## src/rtl/mem_loader_if.sv

```systemverilog
// Handshake bundle for the loader: byte stream in, 32-bit memory writes out.
// "master" is the loader's view; "slave" is the byte source plus the memory
// responder.
interface mem_loader_if;
  logic        in_valid;
  logic [7:0]  in_data;
  logic        in_ready;
  logic        mem_valid;
  logic        mem_instr;
  logic [31:0] mem_addr;
  logic [31:0] mem_wdata;
  logic [3:0]  mem_wstrb;
  logic [31:0] mem_rdata;
  logic        mem_ready;

  modport master (
    input  in_valid, in_data, mem_rdata, mem_ready,
    output in_ready, mem_valid, mem_instr, mem_addr, mem_wdata, mem_wstrb
  );

  modport slave (
    output in_valid, in_data, mem_rdata, mem_ready,
    input  in_ready, mem_valid, mem_instr, mem_addr, mem_wdata, mem_wstrb
  );
endinterface

```

## src/rtl/mem_loader.sv

```systemverilog
// Byte-stream to memory-bus loader. Collects a little-endian header
// (start address, word count), then payload words, and issues one 32-bit
// write per word. A write that waits stall_limit cycles without mem_ready
// is abandoned and flagged with a sticky error.
module mem_loader #(
  parameter int stall_limit = 1024
) (
  input  logic         clock,
  input  logic         reset,
  mem_loader_if.master bus,
  output logic         busy,
  output logic         done,
  output logic         error
);

  typedef enum logic [2:0] {ADDR, LEN, DATA, WRITE, DONE} state_t;

  // Stall counter holds at most stall_limit-1 before an abort decision.
  localparam int SW = $clog2(stall_limit + 1);
  localparam logic [SW-1:0] STALL_LAST = SW'(stall_limit - 1);

  state_t        state_reg, state_next;
  logic [1:0]    idx_reg, idx_next;
  logic [31:0]   shift_reg, shift_next;
  logic [31:0]   addr_reg, addr_next;
  logic [31:0]   count_reg, count_next;
  logic [31:0]   wdata_reg, wdata_next;
  logic [SW-1:0] stall_reg, stall_next;
  logic          error_reg, error_next;

  logic          in_ready_int;
  logic          accept;
  logic          last_byte;
  logic [31:0]   word;
  logic          unused_rdata;

  // The responder's read data has no meaning for a write-only initiator.
  assign unused_rdata = ^bus.mem_rdata;

  // Bytes are only taken while collecting header/payload and never in reset.
  assign in_ready_int = !reset && (state_reg == ADDR || state_reg == LEN || state_reg == DATA);
  assign accept       = bus.in_valid && in_ready_int;
  assign last_byte    = accept && (idx_reg == 2'd3);
  // New byte enters at the top, so after four bytes the first sits in [7:0].
  assign word         = {bus.in_data, shift_reg[31:8]};

  assign bus.in_ready  = in_ready_int;
  assign bus.mem_valid = (state_reg == WRITE);
  assign bus.mem_instr = 1'b0;
  assign bus.mem_addr  = addr_reg;
  assign bus.mem_wdata = wdata_reg;
  assign bus.mem_wstrb = (state_reg == WRITE) ? 4'hF : 4'h0;
  assign busy          = (state_reg != ADDR) || (idx_reg != 2'd0);
  assign done          = (state_reg == DONE);
  assign error         = error_reg;

  // Next-state and datapath updates for the header/payload/write sequence.
  always_comb begin
    state_next = state_reg;
    idx_next   = idx_reg;
    shift_next = shift_reg;
    addr_next  = addr_reg;
    count_next = count_reg;
    wdata_next = wdata_reg;
    stall_next = stall_reg;
    error_next = error_reg;

    if (accept) begin
      shift_next = word;
      idx_next   = idx_reg + 2'd1;
    end

    case (state_reg)
      ADDR: begin
        // The first byte of a new header clears a previous abort.
        if (accept && idx_reg == 2'd0) error_next = 1'b0;
        if (last_byte) begin
          addr_next  = {word[31:2], 2'b00};
          state_next = LEN;
        end
      end
      LEN: begin
        if (last_byte) begin
          count_next = word;
          state_next = (word == 32'd0) ? DONE : DATA;
        end
      end
      DATA: begin
        if (last_byte) begin
          wdata_next = word;
          stall_next = '0;
          state_next = WRITE;
        end
      end
      WRITE: begin
        // A ready on the limit cycle still wins over the abort.
        if (bus.mem_ready) begin
          addr_next  = addr_reg + 32'd4;
          count_next = count_reg - 32'd1;
          state_next = (count_reg == 32'd1) ? DONE : DATA;
        end else if (stall_reg == STALL_LAST) begin
          error_next = 1'b1;
          count_next = 32'd0;
          state_next = ADDR;
        end else begin
          stall_next = stall_reg + SW'(1);
        end
      end
      DONE: begin
        state_next = ADDR;
      end
      default: begin
        state_next = ADDR;
      end
    endcase
  end

  // State register; reset discards any partial header, payload or write.
  always_ff @(posedge clock) begin
    if (reset) begin
      state_reg <= ADDR;
      idx_reg   <= 2'd0;
      shift_reg <= 32'd0;
      addr_reg  <= 32'd0;
      count_reg <= 32'd0;
      wdata_reg <= 32'd0;
      stall_reg <= '0;
      error_reg <= 1'b0;
    end else begin
      state_reg <= state_next;
      idx_reg   <= idx_next;
      shift_reg <= shift_next;
      addr_reg  <= addr_next;
      count_reg <= count_next;
      wdata_reg <= wdata_next;
      stall_reg <= stall_next;
      error_reg <= error_next;
    end
  end

endmodule

```

## src/flat_wrapper.sv

```systemverilog
// flat-port wrapper written by rule: the top's interface ports become plain ports
module mem_loader_flat 
#(
  parameter int stall_limit = 1024
)
  (clock, reset, busy, done, error, bus_in_valid, bus_in_data, bus_mem_rdata, bus_mem_ready, bus_in_ready, bus_mem_valid, bus_mem_instr, bus_mem_addr, bus_mem_wdata, bus_mem_wstrb);
  mem_loader_if bus_i ();
  input  logic clock;
  input  logic reset;
  output logic busy;
  output logic done;
  output logic error;
  input wire logic [$bits(bus_i.in_valid)-1:0] bus_in_valid;
  input wire logic [$bits(bus_i.in_data)-1:0] bus_in_data;
  input wire logic [$bits(bus_i.mem_rdata)-1:0] bus_mem_rdata;
  input wire logic [$bits(bus_i.mem_ready)-1:0] bus_mem_ready;
  output wire logic [$bits(bus_i.in_ready)-1:0] bus_in_ready;
  output wire logic [$bits(bus_i.mem_valid)-1:0] bus_mem_valid;
  output wire logic [$bits(bus_i.mem_instr)-1:0] bus_mem_instr;
  output wire logic [$bits(bus_i.mem_addr)-1:0] bus_mem_addr;
  output wire logic [$bits(bus_i.mem_wdata)-1:0] bus_mem_wdata;
  output wire logic [$bits(bus_i.mem_wstrb)-1:0] bus_mem_wstrb;
  assign bus_i.in_valid = bus_in_valid;
  assign bus_i.in_data = bus_in_data;
  assign bus_i.mem_rdata = bus_mem_rdata;
  assign bus_i.mem_ready = bus_mem_ready;
  assign bus_in_ready = bus_i.in_ready;
  assign bus_mem_valid = bus_i.mem_valid;
  assign bus_mem_instr = bus_i.mem_instr;
  assign bus_mem_addr = bus_i.mem_addr;
  assign bus_mem_wdata = bus_i.mem_wdata;
  assign bus_mem_wstrb = bus_i.mem_wstrb;
  mem_loader #(.stall_limit(stall_limit)) u_core (.clock(clock), .reset(reset), .bus(bus_i), .busy(busy), .done(done), .error(error));
endmodule
```

## config.mk

```make
export PLATFORM = sky130hd
export DESIGN_NAME = mem_loader_flat
export DESIGN_NICKNAME = d
export VERILOG_FILES = /design/src/rtl/mem_loader_if.sv /design/src/rtl/mem_loader.sv /design/src/flat_wrapper.sv
export SDC_FILE = /design/constraint.sdc
export NUM_CORES = 1
export LEC_CHECK = 0
export CORE_UTILIZATION = 55
export CTS_BUF_LIST = sky130_fd_sc_hd__clkbuf_8
export CTS_CLUSTER_DIAMETER = 30
export DETAILED_ROUTE_END_ITERATION = 10
export PLACE_DENSITY = 0.83
export SETUP_SLACK_MARGIN = 0.05
export SYNTH_ARGS = -nofsm -noshare
export SYNTH_HDL_FRONTEND = slang
export SYNTH_SLANG_ARGS = --single-unit
export TNS_END_PERCENT = 20
```

## constraint.sdc

```tcl
create_clock -name clock -period 2.67 [get_ports clock]
set_input_delay 0.534 -clock clock [delete_from_list [all_inputs] [get_ports clock]]
set_output_delay 0.534 -clock clock [all_outputs]
set_load 0.05 [all_outputs]
```

==> metrics.md, run 1 <==
| Metric | Value |
|---|---|
| Via density | `6.31` |
| Port Buffers | `82` |
| Yosys reg bits | `135` |
| Die Y | `114 um` |
| Placed Cells | `1127` |
| Fin util | `0.688` |
| Sequential fraction of the synthesis area | `0.390` |
| Total CTS buffers | `17` |
| Average wire per standard cell | `17.7 um` |
| Final HPWL DP | `13900 um` |
| Synth unique cells | `71` |
| Final Hold Violating Endpoints | `0` |
| First-pass GRT wire length | `33200 um` |
| Setup bufs post-CTS | `0` |
| Post-synthesis cell area | `6930 um^2` |
| Net switching power | `1.02 mW` |
| Antenna violations before repair | `1` |
| DR iter-0 viols | `994` |
| # H-tree levels | `4` |
| CP Capture Type | `output pin` |
| Pre-Repair DR Iteration Count | `5` |
| Worst-path clk slew | `0.08 ns` |
| Cell family with most CP delay | `buffers and inverters` |
| Endpoints failing setup | `0` |
| CP bufs+invs | `1` |
| Worst EP arrival | `2.00 ns` |
| Final #Nets | `1028` |
| Final Instance Area | `8370 um^2` |
| Sw frac | `0.261` |
| Critical path depth | `2` |
| WHS | `0.450 ns` |
| Reg2reg start | `u_core.stall_reg[0]` |
| Setup CP Type | `register to output pin` |
| Share of power burned in registers | `0.533` |
| Worst Setup EP | `done` |
| Synth Instances | `907` |
| # fillers | `1018` |
| Worst Setup SP | `u_core.state_reg[2]` |
| Layout cells sized above 1 | `0.0979` |
| FMAX | `395 MHz` |
| Clk buf depth | `2` |
| Grt ovf | `0` |
| Fin crit share | `0.948` |
| Pin count of the biggest net entering global routing | `95` |
| Total global-route track usage | `0.326` |
| # rows | `40` |
| Compound-Gate Fraction of Synth Area | `0.223` |
| CP Max Fanout | `11` |
| R2r setup slk | `0.35 ns` |
| Detailed Route WL | `20500 um` |
| Worst min-delay path category | `register to register` |
| Max_cap viols | `0` |
| Initial core utilization | `0.570` |
| Number of global-route vias before repair | `6603` |
| CP startpoint kind | `register` |
| Max incr delay on CP | `0.80 ns` |
| CTS tree | `built` |
| Mux contribution to synthesized area | `0.00289` |
| DIE AREA | `13100 um^2` |
| Clock power share | `0.408` |
| Setup tns final | `0 ns` |
| Req. time, crit path | `2.14 ns` |
| Post-synth EDFFs | `0` |
| Power Density | `467 nW/um^2` |
| Placed Area | `8000 um^2` |
| RD Place Congestion | `0.931` |
| Clk root buf | `clkbuf_8` |
| Worst r2r path cells | `7` |
| Post-layout power | `3.91 mW` |
| Routed Antenna Nets | `0` |
| Slew HR | `0.465` |
| Internal power | `2.89 mW` |
| Die W | `114 um` |
| IO Pins | `118` |
| Final Skew | `0.0102 ns` |
| # DRC | `0` |
| Worst path slowest cell | `clkdlybuf4s50_1` |
| Core footprint | `12200 um^2` |
| Simple-gate area share of the yosys netlist | `0.300` |
| R2R Path End | `u_core.count_reg[20]` |
| CTS sink count | `135` |
| XOR/XNOR share of the synthesized area | `0.0164` |
| Pre-CTS setup slack | `0.199 ns` |
| Post-synth ARST share | `0` |
| Combinational share of power | `0.059` |
| Pleak | `2.98 nW` |
| Critical Path, Cell by Cell | `and3_1, clkdlybuf4s50_1` |
| Avg Cell Area, Syn | `7.64 um^2` |
| Area Growth Syn to Fin | `20.8%` |
| Final Non-Filler Cells | `1160` |
| Adder-Cell Fraction of Synth Area | `0.0108` |
| RSZ-0062 raised after global routing | `false` |
| Via count | `7320` |
| Largest family of logic cells by synthesized area | `simple AND/OR/NAND/NOR gates` |
| Most used DFF post-synth | `dfxtp_1` |
| Peak supply drop | `349 uV` |
| Actual slew at the worst max-slew pin | `0.795 ns` |
| Minimum clock period | `2.53 ns` |
| Final max-slew violation count | `0` |
| Synth Warn # | `0` |
| Setup ws final | `0.138 ns` |
| Status | `completed` |
| Clk Latency, worst-skew pair | `0.46 ns` |
-- synthesized netlist by cell type, types with 3 or more instances --
cell type / instances / area (um^2)
nand2_1: 177 / 664
dfxtp_1: 135 / 2700
a21oi_1: 101 / 505
nor2_1: 54 / 203
nand3_1: 48 / 240
clkbuf_1: 38 / 143
o21ai_0: 27 / 135
nor3_1: 25 / 125
buf_2: 19 / 95.1
nor4_1: 19 / 119
inv_1: 17 / 63.8
nand4_1: 17 / 106
o21ai_1: 15 / 75.1
a211oi_1: 13 / 97.6
a31oi_1: 13 / 81.3
and3_1: 13 / 81.3
a22oi_1: 9 / 67.6
and2_1: 9 / 56.3
o22ai_1: 9 / 56.3
o32ai_1: 9 / 78.8
xnor2_1: 9 / 78.8
a32o_1: 8 / 80.1
buf_4: 8 / 60.1
or4_1: 7 / 52.6
ha_1: 6 / 75.1
o31ai_1: 6 / 45.0
buf_1: 5 / 18.8
nand3b_1: 5 / 37.5
nand4b_1: 5 / 43.8
nor2b_1: 5 / 31.3
o211ai_1: 5 / 37.5
a21o_1: 4 / 30.0
and4_1: 4 / 35.0
xor2_1: 4 / 35.0
a221oi_1: 3 / 26.3
a32oi_1: 3 / 26.3
nand2b_1: 3 / 18.8
nor3_2: 3 / 30.0
nor4_4: 3 / 63.8
o221a_2: 3 / 33.8
-- worst reg2reg max path: cells and delay by family (launching register included) --
kind                     cells  cell delay (ns)
AO/OA/AOI/OAI                3             1.01
buffers and inverters        1             0.22
flip-flops                   1             0.37
AND/OR/NAND/NOR              2             0.38
adder cells (fa/ha/maj)      1             0.20
-- placed cells by master, fill, tap and decap left out, types with 6 or more instances in the layout --
master           count
xnor2_1              9
dfxtp_1            135
nor3_1              25
nand4_1             17
a21oi_1            101
buf_4               38
o21ai_0             27
a32o_1               8
o31ai_1              6
nand3_1             48
clkbuf_8            19
o32ai_1              9
nor2_1              54
and2_1               9
o21ai_1             15
a22oi_1              9
buf_12               6
and3_1              13
nand2_1            177
nor4_1              19
a211oi_1            12
clkdlybuf4s50_1     74
inv_1               20
a31oi_1             13
o22ai_1              9
or4_1                7
ha_1                 6
-- power groups by stage --
stage | clock network, mW | logic (mW) | registers, mW
finish | 1.60 | 0.229 | 2.09
global route | 1.69 | 0.245 | 2.08
CTS | 1.61 | 0.225 | 2.08
detailed placement | 0 | 0.223 | 2.13
global placement | 0 | 0.222 | 2.13
floorplan | 0 | 0.136 | 2.11
-- per-layer routing --
metal | global-route usage | routed length (um)
met5 | 0 | 13
met4 | 0.185 | 988
met3 | 0.0678 | 1920
met2 | 0.499 | 9030
met1 | 0.428 | 8600
-- how the worst min path moves through the flow --
stage,start,to,slack [ns],depth (start not counted)
final,u_core.stall_reg[10],u_core.stall_reg[10],0.45,1
after CTS,u_core.stall_reg[10],u_core.stall_reg[10],0.45,1
after detailed placement,u_core.stall_reg[10],u_core.stall_reg[10],0.44,1
after floorplan,u_core.stall_reg[10],u_core.stall_reg[10],0.42,1
after global placement,u_core.stall_reg[10],u_core.stall_reg[10],0.44,1
after global routing,u_core.stall_reg[10],u_core.stall_reg[10],0.46,1
-- cell families after synthesis --
group,after synthesis
mux,2
flops,135
compound gates,247
xor+xnor,13
buf+inv,88
other cells,1
fa+ha+maj,6
simple gates,415
-- cell type report --
cell class                      instances  area, um^2  share of cell area
Clock inverter                         13         109              0.0130
Antenna cell                            1        2.50            0.000299
Clock buffer                           19         262              0.0312
Tap cell                              168         210              0.0251
Sequential cell                       135        2700               0.323
Inverter                               18        67.6             0.00807
Multi-Input combinational cell        686        3850               0.460
Timing Repair Buffer                  120        1160               0.139
-- what timing repair did --
item                                    in CTS  in global routing
gates resized for setup                      0                  1
endpoints found under the setup margin       0                  1
hold buffers                                 0                  0
No activity file was read; power rests on OpenSTA's default activity.
==> run 2: changes to the inputs <==
--- a/config.mk
+++ b/config.mk
@@ -5,6 +5,7 @@
 export SDC_FILE = /design/constraint.sdc
 export NUM_CORES = 1
 export LEC_CHECK = 0
+export CORE_MARGIN = 1.5
 export CORE_UTILIZATION = 55
 export CTS_BUF_LIST = sky130_fd_sc_hd__clkbuf_8
 export CTS_CLUSTER_DIAMETER = 30
==> run 2 against run 1 <==
Compared with the run above: utilization hardly changed; hold slack better by 0.0051 ns; via count is 0.30% lower; die area is 1.8% higher; final cell count hardly changed; combinational power hardly changed; fmax is 0.89% lower; flip-flop and latch count stayed put; largest cell class unchanged; largest power group unchanged.
==> metrics.md, run 2 (synthesis gave the netlist of run 1 again) <==
| Metric | Value |
|---|---|
| Clk Latency, worst-skew pair | `0.46 ns (about the same)` |
| Grt ovf | `0 (unchanged)` |
| Ant diodes | `0 (-1)` |
| Actual slew at the worst max-slew pin | `0.693 ns (-0.103 ns)` |
| CP Capture Type | `output pin` |
| Setup ws final | `0.115 ns (-0.0228 ns)` |
| CTS tree | `built` |
| Die Y | `115 um (+0.88%)` |
| Final HPWL DP | `13900 um (about the same)` |
| Peak supply drop | `358 uV (+2.7%)` |
| Most frequent cells in the layout | `nand2_1 (177), dfxtp_1 (135), a21oi_1 (101), clkdlybuf4s50_1 (74), nor2_1 (54)` |
| Average wire per standard cell | `17.9 um (+1.2%)` |
| Worst path slowest cell | `clkdlybuf4s50_1` |
| Via count | `7298 (-0.30%)` |
| Final max-slew violation count | `0 (unchanged)` |
| Slew HR | `0.538 (+0.0730)` |
| Die W | `115 um (+0.88%)` |
| Critical Path, Cell by Cell | `inv_1, and3_1, clkdlybuf4s50_1` |
| # DRC | `0 (unchanged)` |
| Number of global-route vias before repair | `6394 (-3.2%)` |
| # H-tree levels | `4 (unchanged)` |
| Fin crit share | `0.957 (+0.00856)` |
| Placed Cells | `1127 (unchanged)` |
| Via density | `6.30 (-0.21%)` |
| Hold_buf cts | `0 (unchanged)` |
| Pre-CTS setup slack | `0.202 ns (+0.00338 ns)` |
| RSZ-0062 raised after global routing | `true` |
| Total global-route track usage | `0.315 (-0.0108)` |
| Core footprint | `12200 um^2 (unchanged)` |
| Endpoints failing setup | `0 (unchanged)` |
| Clk root buf | `clkbuf_8` |
| Routed Antenna Nets | `0 (unchanged)` |
| RD Place Congestion | `0.917 (-1.5%)` |
| Final Hold Violating Endpoints | `0 (unchanged)` |
| Power Density | `478 nW/um^2 (+2.3%)` |
| IO Pins | `118 (unchanged)` |
| Post-layout power | `4.00 mW (+2.3%)` |
| Req. time, crit path | `2.14 ns (about the same)` |
| CP Max Fanout | `11 (unchanged)` |
| Antenna violations before repair | `0 (-1)` |
| Multi-input gate area | `3850 um^2 (unchanged)` |
| FMAX | `391 MHz (-0.89%)` |
| Max_cap viols | `0 (unchanged)` |
| Worst EP arrival | `2.02 ns (+0.02 ns)` |
| CP startpoint kind | `register` |
| Clk buf depth | `2 (unchanged)` |
| Cell family with most CP delay | `buffers and inverters` |
| Status | `completed` |
| Pleak | `2.99 nW (+0.22%)` |
| Detailed Route WL | `20800 um (+1.1%)` |
| CP bufs+invs | `2 (+1)` |
| # fillers | `1026 (+0.79%)` |
| First-pass GRT wire length | `32700 um (-1.6%)` |
| Area Growth Syn to Fin | `20.8% (about the same)` |
| Port Buffers | `82 (unchanged)` |
| Pre-Repair DR Iteration Count | `5 (unchanged)` |
| Most common library cell in the layout ignoring fill and taps | `nand2_1` |
| Final #Nets | `1028 (unchanged)` |
| Layout cells sized above 1 | `0.0999 (+0.00202)` |
| Total CTS buffers | `17 (unchanged)` |
| Final Skew | `0.00894 ns (-0.00127 ns)` |
| DIE AREA | `13300 um^2 (+1.8%)` |
| Minimum clock period | `2.56 ns (+0.0228 ns)` |
| Pin count of the biggest net entering global routing | `62 (-35%)` |
| Fin util | `0.688 (about the same)` |
| Setup bufs post-CTS | `0 (unchanged)` |
| Worst min-delay path category | `register to register` |
| Max incr delay on CP | `0.70 ns (-0.10 ns)` |
| Initial core utilization | `0.570 (unchanged)` |
| PostCTS Resize Cnt | `0 (unchanged)` |
| # rows | `40 (unchanged)` |
| Worst-path clk slew | `0.08 ns (about the same)` |
| Storage cell area | `2700 um^2 (unchanged)` |
| DR iter-0 viols | `903 (-9.2%)` |
| Final Non-Filler Cells | `1159 (-0.086%)` |
| CTS sink count | `135 (unchanged)` |
| Setup CP Type | `register to output pin` |
| Setup tns final | `0 ns (unchanged)` |
[run 2: changes by cell type in the layout (fill, tap and decap cells not counted), sizes merged]
cell / change
bufinv: +1
diode: -1
inv: +2
clkinv: +1
clkbuf: -2
clkinvlp: -2
[run 2: final timing paths]
path                                             start                 endpoint  slack, ns  depth (start not counted)
worst min register to register    u_core.stall_reg[10]     u_core.stall_reg[10]       0.46                          1
worst max-delay path               u_core.state_reg[0]                     done       0.11                          3
worst min-delay path              u_core.stall_reg[10]     u_core.stall_reg[10]       0.46                          1
worst max register to register  u_core.bus.mem_addr[2]  u_core.bus.mem_addr[28]       0.39                          6
[run 2: area by class of cell]
| cell class | count | share of cell area |
|---|---|---|
| clock buffer | 17 | 0.0279 |
| clock inverter | 15 | 0.0182 |
| inverter | 18 | 0.00807 |
| multi-input combinational | 686 | 0.460 |
| sequential | 135 | 0.323 |
| tap | 168 | 0.0251 |
| timing repair buffer | 120 | 0.137 |
[run 2: routing by layer]
layer	up-vias	wire, um	track usage
met5	-	0	0
met4	0	859	0.155
met3	67	2010	0.0633
met2	400	9180	0.488
met1	3396	8740	0.420
li1	3435	-	-
[run 2: through the flow]
| step | hold slack (ns) | instance area, um^2 |
|---|---|---|
| after floorplan | 0.423 | 6940 |
| after global placement | 0.430 | 7980 |
| after detailed placement | 0.437 | 7980 |
| after CTS | 0.457 | 8370 |
| after global routing | 0.471 | 8370 |
| final | 0.455 | 8370 |
[run 2: report_power, final]
group          switching [mW]  internal, mW
sequential             0.0499          2.03
combinational           0.149        0.0803
clock                   0.852         0.835
